**config.mk**
```make
export PLATFORM = sky130hd
export DESIGN_NAME = mem_wb_stage
export DESIGN_NICKNAME = d
export VERILOG_FILES = /design/src/rtl/mem_wb_stage.sv
export SDC_FILE = /design/constraint.sdc
export NUM_CORES = 1
export LEC_CHECK = 0
export CAP_MARGIN = 10
export CORE_UTILIZATION = 45
export CTS_CLUSTER_SIZE = 16
export DETAILED_ROUTE_END_ITERATION = 10
export PLACE_DENSITY = 0.83
export SETUP_SLACK_MARGIN = 0.15
export SYNTH_ARGS = -nofsm -noshare
export SYNTH_HDL_FRONTEND = slang
export SYNTH_SLANG_ARGS = --single-unit
```
**constraint.sdc**
```tcl
create_clock -name clk -period 4.1 [get_ports clk]
set_input_delay 0.615 -clock clk [delete_from_list [all_inputs] [get_ports clk]]
set_output_delay 0.615 -clock clk [all_outputs]
set_load 0.005 [all_outputs]
```
**src/rtl/mem_wb_stage.sv**
```systemverilog
// Memory-access and writeback stage: issues load/store requests over a req/ack bus,
// formats load data and drives the register-file write port.
module mem_wb_stage #(
    parameter int WIDTH   = 32,
    parameter int TIMEOUT = 16
) (
    input  logic             clk,
    input  logic             rst_n,
    // Upstream handshake: an instruction transfers on a rising edge where in_valid & in_ready.
    input  logic             in_valid,
    output logic             in_ready,
    input  logic [6:0]       opcode,
    input  logic [2:0]       func3,
    input  logic [4:0]       rd_in,
    input  logic [WIDTH-1:0] alu_result,
    input  logic [WIDTH-1:0] store_data,
    input  logic [WIDTH-1:0] pc_plus4,
    input  logic [WIDTH-1:0] csr_rdata,
    output logic             dmem_req,
    output logic             dmem_we,
    output logic [WIDTH-1:0] dmem_addr,
    output logic [WIDTH-1:0] dmem_wdata,
    output logic [3:0]       dmem_wmask,
    input  logic             dmem_ack,
    input  logic [WIDTH-1:0] dmem_rdata,
    output logic             reg_wr,
    output logic [4:0]       rd_m2w,
    output logic [WIDTH-1:0] wbdata,
    output logic             misalign,
    output logic             bus_err,
    output logic             state_dbg
);

    localparam logic [6:0] OP_R     = 7'b0110011;
    localparam logic [6:0] OP_I     = 7'b0010011;
    localparam logic [6:0] OP_LOAD  = 7'b0000011;
    localparam logic [6:0] OP_STORE = 7'b0100011;
    localparam logic [6:0] OP_JAL   = 7'b1101111;
    localparam logic [6:0] OP_JALR  = 7'b1100111;
    localparam logic [6:0] OP_LUI   = 7'b0110111;
    localparam logic [6:0] OP_AUIPC = 7'b0010111;
    localparam logic [6:0] OP_CSR   = 7'b1110011;
    localparam int         CW       = $clog2(TIMEOUT + 1);

    typedef enum logic {RUN = 1'b0, MEM = 1'b1} state_e;

    state_e          state;
    logic [CW-1:0]   tmo_cnt;
    logic            lat_load;
    logic [2:0]      lat_func3;
    logic [1:0]      lat_off;
    logic [4:0]      lat_rd;

    logic             is_mem;
    logic             misaligned;
    logic             alu_wr;
    logic [WIDTH-1:0] alu_wdata;
    logic [3:0]       st_mask;
    logic [WIDTH-1:0] st_wdata;
    logic             ld_ok;
    logic [WIDTH-1:0] ld_data;
    logic [WIDTH-1:0] byte_lane;
    logic [WIDTH-1:0] half_lane;

    assign state_dbg = state;
    assign is_mem    = (opcode == OP_LOAD) || (opcode == OP_STORE);
    assign misaligned = ((func3[1:0] == 2'b01) && alu_result[0]) ||
                        ((func3[1:0] == 2'b10) && (alu_result[1:0] != 2'b00));

    always_comb begin
        alu_wr    = 1'b1;
        alu_wdata = alu_result;
        case (opcode)
            OP_R, OP_I, OP_LUI, OP_AUIPC: alu_wdata = alu_result;
            OP_JAL, OP_JALR:              alu_wdata = pc_plus4;
            OP_CSR:                       alu_wdata = csr_rdata;
            default:                      alu_wr    = 1'b0;
        endcase
    end

    always_comb begin
        st_mask  = 4'b1111;
        st_wdata = store_data;
        case (func3[1:0])
            2'b00: begin
                st_mask  = 4'b0001 << alu_result[1:0];
                st_wdata = {(WIDTH/8){store_data[7:0]}};
            end
            2'b01: begin
                st_mask  = 4'b0011 << alu_result[1:0];
                st_wdata = {(WIDTH/16){store_data[15:0]}};
            end
            default: ;
        endcase
    end

    // Lane selection uses the byte offset captured at issue, not the aligned bus address.
    assign byte_lane = dmem_rdata >> {lat_off, 3'b000};
    assign half_lane = dmem_rdata >> {lat_off[1], 4'b0000};

    always_comb begin
        ld_ok   = 1'b1;
        ld_data = '0;
        case (lat_func3)
            3'b000:  ld_data = {{(WIDTH-8){byte_lane[7]}}, byte_lane[7:0]};
            3'b001:  ld_data = {{(WIDTH-16){half_lane[15]}}, half_lane[15:0]};
            3'b010:  ld_data = dmem_rdata;
            3'b100:  ld_data = {{(WIDTH-8){1'b0}}, byte_lane[7:0]};
            3'b101:  ld_data = {{(WIDTH-16){1'b0}}, half_lane[15:0]};
            default: ld_ok   = 1'b0;
        endcase
    end

    always_ff @(posedge clk or negedge rst_n) begin
        if (!rst_n) begin
            state      <= RUN;
            in_ready   <= 1'b1;
            tmo_cnt    <= '0;
            dmem_req   <= 1'b0;
            dmem_we    <= 1'b0;
            dmem_addr  <= '0;
            dmem_wdata <= '0;
            dmem_wmask <= '0;
            reg_wr     <= 1'b0;
            rd_m2w     <= '0;
            wbdata     <= '0;
            misalign   <= 1'b0;
            bus_err    <= 1'b0;
            lat_load   <= 1'b0;
            lat_func3  <= '0;
            lat_off    <= '0;
            lat_rd     <= '0;
        end else begin
            reg_wr   <= 1'b0;
            misalign <= 1'b0;
            bus_err  <= 1'b0;
            case (state)
                RUN: begin
                    if (in_valid && is_mem) begin
                        if (misaligned) begin
                            misalign <= 1'b1;
                        end else begin
                            state      <= MEM;
                            in_ready   <= 1'b0;
                            tmo_cnt    <= '0;
                            dmem_req   <= 1'b1;
                            dmem_we    <= (opcode == OP_STORE);
                            dmem_addr  <= {alu_result[WIDTH-1:2], 2'b00};
                            dmem_wdata <= (opcode == OP_STORE) ? st_wdata : '0;
                            dmem_wmask <= (opcode == OP_STORE) ? st_mask : 4'b1111;
                            lat_load   <= (opcode == OP_LOAD);
                            lat_func3  <= func3;
                            lat_off    <= alu_result[1:0];
                            lat_rd     <= rd_in;
                        end
                    end else if (in_valid && alu_wr && (rd_in != 5'd0)) begin
                        reg_wr <= 1'b1;
                        rd_m2w <= rd_in;
                        wbdata <= alu_wdata;
                    end
                end
                MEM: begin
                    if (dmem_ack) begin
                        state    <= RUN;
                        in_ready <= 1'b1;
                        dmem_req <= 1'b0;
                        if (lat_load) begin
                            reg_wr <= ld_ok && (lat_rd != 5'd0);
                            rd_m2w <= lat_rd;
                            wbdata <= ld_data;
                        end
                    end else if (tmo_cnt == CW'(TIMEOUT - 1)) begin
                        state    <= RUN;
                        in_ready <= 1'b1;
                        dmem_req <= 1'b0;
                        bus_err  <= 1'b1;
                    end else begin
                        tmo_cnt <= tmo_cnt + 1'b1;
                    end
                end
                default: state <= RUN;
            endcase
        end
    end

endmodule

```
[Yosys cells after proc, flatten, opt, wreduce, memory -nomap -nowiden]
Index checks and enable logic that the tools add are counted.
Word-level totals
  flip-flop bits (word level): 126
  bits of input ports: 179
  output and inout port bits: 112
  logic and storage cells: 118
Operators by class
  add/sub/neg operators: 1
  equality and inequality tests: 25
  shift operators: 4
  multiplexer cells: 49
  bitwise operators: 2
  reductions and logical operators: 20
Operators by type and width (count)
  32-bit one-hot mux with 2 select lines: 3
  32-bit 2-to-1 mux: 5
  32-bit one-hot mux with 5 select lines: 1
  5-bit 2-to-1 mux: 8
  32-bit by 5-bit right shift with 16-bit output: 1
  32-bit by 5-bit right shift with 8-bit output: 1
  1-bit 2-to-1 mux: 24
  7-bit by 6-bit == test with 1-bit output (second input constant): 3
  7-bit == test (second input constant): 3
  5-bit one-hot mux with 2 select lines: 2
  7-bit by 5-bit == test with 1-bit output (second input constant): 2
  2-bit inequality test (second input constant): 7
  5-bit nonzero test: 2
  1-bit one-hot mux with 2 select lines: 4
  4-bit one-hot mux with 2 select lines: 1
  4-bit AND reduction: 2
  7-bit by 2-bit == test with 1-bit output (second input constant): 1
  7-bit OR reduction: 1
  3-bit == test (second input constant): 2
  1-bit logical AND: 6
  3-bit AND reduction: 2
  5-bit by 1-bit adder with 5-bit output (second input constant): 1
  5-bit by 4-bit == test with 1-bit output (second input constant): 1
  5-bit OR reduction: 1
  other kinds (15): 17

[Logic depth before layout (Yosys ltp)]
  word-level depth: 8
  mapped depth: 9
  depth with buffers taken out: 8

[Worst setup path before layout]
Ideal clock, no wire load.
  path kind: in2reg
  start point: in opcode[0]
  end point: reg wbdata[10]
  library setup time: 0.128 ns
  arrival time: 2.266 ns
  required time: 3.972 ns
  setup slack: 1.707 ns
  stages: 7
  path buffers: 2
  cells stage by stage: and3b_1 > and3_1 > clkbuf_1 > o31a_1 > a21oi_2 > buf_2 > mux2_1
On the way
  cells in the longest elaborated chain, start to end: 7
  elaborated cells between the ends (all ways): 23
  classes of those cells: 11 x eq/ne; 5 x mux; 7 x reduce/logical
RTL lines
  start: declaration: RTL line 12  | input logic [6:0] opcode,
  7-bit == test (tied with other cells): RTL line 73  | case (opcode)
  7-bit OR reduction (no source line)
  1-bit 2-to-1 mux: RTL line 73
  1-bit logical AND (2 in series): RTL line 156  | end else if (in_valid && alu_wr && (rd_in != 5'd0)) begin
  2-bit inequality test (no source line)
  4-bit AND reduction (no source line)
  end signal: assignment: RTL line 159  | wbdata <= alu_wdata;
  end signal: assignment: RTL line 170  | wbdata <= ld_data;
  end: declaration: RTL line 28  | output logic [WIDTH-1:0] wbdata,
Parallel ways exist; a longest one is shown, timed or not. The select of a mux whose other input is x is not followed.
A chain may end at the register's enable or synchronous reset.

[Final worst setup path]
  start point: in opcode[0]
  end point: reg wbdata[20]
The elaborated chain is that of the path after synthesis.

==> results.md <==
- Status: complete, no violations
- Crit path cell chain: clkdlybuf4s50_1 -> and3b_1 -> and2_1 -> buf_4 -> nor2_1 -> a21oi_4 -> buf_4 -> mux2_2
- Largest net degree at the start of global routing: 68
- Synth Cell Area: about 0.0072 sq mm
- Final Skew: between 0.006 and 0.007 ns
- Post-synthesis sequential area ratio: a little over two fifths
- Worst Reg-to-Reg Cells: 5
- CP startpoint kind: primary input
- Post-detail-place hpwl: around 18000 um
- Routed WL per cell: approximately 19 um
- DRT iter0 DRCs: between 500 and 600
- Core area: approximately 0.016 sq mm
- Peak ir drop on the vdd network: 0.3004 mV
- Post-Layout Cell Count: around 1300
- Final min period: 2.884 ns
- Die H: between 100 and 150 um
- R2R Setup Slk: 1.29 ns
- Final ANT Viol Nets: 0
- DP Area: just over 0.01 sq mm
- Fin. max-slew vios: 0
- Vias per inst: 5.581
- DRC: 0
- Async SR Flop Fraction: 100.0%
- Initial Util: 45.80%
- Initial antenna violation count: 1
- Clk pwr share: between 30% and 40%
- Combinational power share: about a quarter
- Fin crit share: a little over two thirds
- Predominant post-synthesis flop cell: dfrtp_1
- Placer Congestion: around 0.85
- Clock tree from TritonCTS: done
- Most common cell after layout, fill and taps aside: clkdlybuf4s50_1
- CTS root buf: clkbuf_16
- Layout area overhead: 48.34%
- Vias in the first global route: a little over 7000
- Cts bufs inserted: 17
- Crit path DAT: around 3.2 ns
- Slew margin rel.: a little under a quarter
- Sequential share of power: between 30 and 40%
- Cells after Synth: around 790
- Final setup fails: 0
- Worst r2r dst: wbdata[20]
- Synth Area per Inst: 9.130 sq um
- Clk sinks: around 130
- Worst-Margin Slew: 1.148 ns
- Placed cells: about 1200
- First-pass GRT wire length: between 30000 and 40000 um
- Die area: approximately 0.017 sq mm
- Post-CTS Setup Bufs: 0
- Req. time, crit path: roughly 4.4 ns
- Distinct cells, synth: a little over 60
- RSZ-0062 raised after global routing: false
- Switching pwr: around 1.1 mW
- Hold slack: roughly 0.19 ns
- Leak: 4.654 nW
- CTS H-tree lvls: 4
- Layout cell share with drive strength beyond 1: around a tenth
- CP max FO: 32
- Post-Route WL: around 25000 um
- RR Startpoint: state_dbg
- Pwr dens: between 300 and 400 mW/mm^2
- Critical-path top delay cell: clkdlybuf4s50_1
- Ys Warns: 0
- Sw frac: 26.45%
- Die W: approximately 130 um
- Hold Path Class: in2async
- Final instance area: 0.01075 sq mm
- CP Buf/Inv Count: 3
- All-Layer GR Usage: 30.27%
- # hold bufs at CTS: 0
- CP dominant cell by count: buf_4
- Worst skew pair latency: 0.42 ns
- Layout Nets: between 1000 and 1500
- Setup CP Type: in2reg
- CTS clk-pin slew, worst paths: about 0.060 ns
- Max Buffers Root-to-Sink: 2
- DRT Pass-1 Iters: 5
- Cts repair resizes: 0
- Nature of the critical path endpoint: flop
- Row count: 46
- Pint: about 3 mW
- TNS Setup: 0 ns
- Most frequent cells in the layout: clkdlybuf4s50_1 (287), nand2_1 (231), dfrtp_1 (124)
- Diodes inserted: 0
- I/O pins: ~290
- Post-synth EDFFs: 0
- Port bufs: between 200 and 300
- Final hold violation count: 0
- Crit path largest cell delay: 0.48 ns
- #FFs+latches synth: 126
- Achievable Freq: around 0.35 GHz
- Max Cap Viol: 0
- Via count: 7132
- Util after Layout: around 68%
- Total gr overflow: 0
- Delay-heaviest family, CP: buffers and inverters
## layout make-up
type | instances | area, sq um
well taps | 216 | 270.3
repair buffers | 304 | 3004
multi-input cells | 597 | 3736
flip-flops and latches | 126 | 3156
fillers | 1264 | 5074
clock buffers | 21 | 460.4
inverters | 3 | 11.26
clock inverters | 11 | 116.4
## state kept, by name, indices dropped and copies added, names as in the netlist
signal,count
dmem_wdata,32
in_ready,1
rd_m2w,5
wbdata,32
dmem_addr,30
dmem_req,1
tmo_cnt,5
state_dbg,1
misalign,1
dmem_wmask,4
lat_off,2
lat_func3,3
bus_err,1
reg_wr,1
lat_rd,5
lat_load,1
dmem_we,1
## worst max path at each step
stage,to,start,slack [ns],cells after the start
6_report,wbdata[20],opcode[0],1.22,8
5_1_grt,wbdata[31],opcode[0],1.08,8
4_1_cts,wbdata[20],opcode[0],1.24,8
3_3_place_gp,wbdata[16],opcode[0],0.95,8
2_1_floorplan,wbdata[10],opcode[0],1.71,7
3_5_place_dp,wbdata[20],opcode[0],0.83,8
## cells in the mapped netlist, types with 4 or more instances
library cell  count  area share (%)
mux2i_1          23             3.2
buf_1             5            0.26
mux2_2           26             4.0
buf_4             4            0.41
dfrtp_1         125              43
o211ai_1          9            0.93
clkbuf_1         43             2.2
nor3_1           14            0.97
o221ai_2         10             2.1
o22ai_1           5            0.43
a21o_1            6            0.62
and3b_1           5            0.60
o221ai_1         14             1.7
a21o_2           10             1.2
mux2_1           14             2.2
o2bb2ai_1         9             1.1
or2b_1           10             1.0
nand2_1         231              12
buf_6             5            0.78
o32ai_1           6            0.72
mux2_4           11             2.3
nand3_1          27             1.9
o21ai_0          29             2.0
nand2b_1         15             1.3
a22oi_1          32             3.3
o21ai_1          16             1.1
nor2_1           14            0.72
and2_1           10            0.86
buf_2             7            0.48
nor2b_1           6            0.52
and3_1            8            0.69
a21oi_1           4            0.28
## kinds of logic (layout without fill, tap and decap cells)
family | count (synthesis) | after routing | share of synthesized area [%]
DFF | 126 | 126 | 43.51
AOI/OAI and AO/OA | 163 | 163 | 16.93
buffers and inverters | 72 | 339 | 5.195
muxes | 74 | 74 | 11.67
other | 1 | 2 | 0.05173
xor gates and xnor gates | 3 | 3 | 0.3625
and+or+nand+nor | 353 | 353 | 21.94
adders and majority gates | 2 | 2 | 0.3451
## power by group through the flow
stage | registers [mW] | logic [mW] | clock network (mW)
finish | 1.59 | 1.05 | 1.47
global route | 1.61 | 1.13 | 1.55
CTS | 1.59 | 1.06 | 1.49
detailed placement | 1.60 | 1.05 | 0
global placement | 1.60 | 1.03 | 0
floorplan | 1.58 | 0.375 | 0
## per-stage QoR
step	total power, mW	worst slack (ns)
after floorplan	1.951	1.707
after global placement	2.629	0.9493
after detailed placement	2.654	0.8272
after CTS	4.136	1.238
after global routing	4.288	1.078
final	4.118	1.216
## routing by layer
layer	vias up	track usage, %	routed length, um
met5	-	0	13
met4	2	14.74	957
met3	68	9.522	2228
met2	321	51.76	11990
met1	3446	34.28	9619
li1	3295	-	-
No activity file was read; power rests on OpenSTA's default activity.
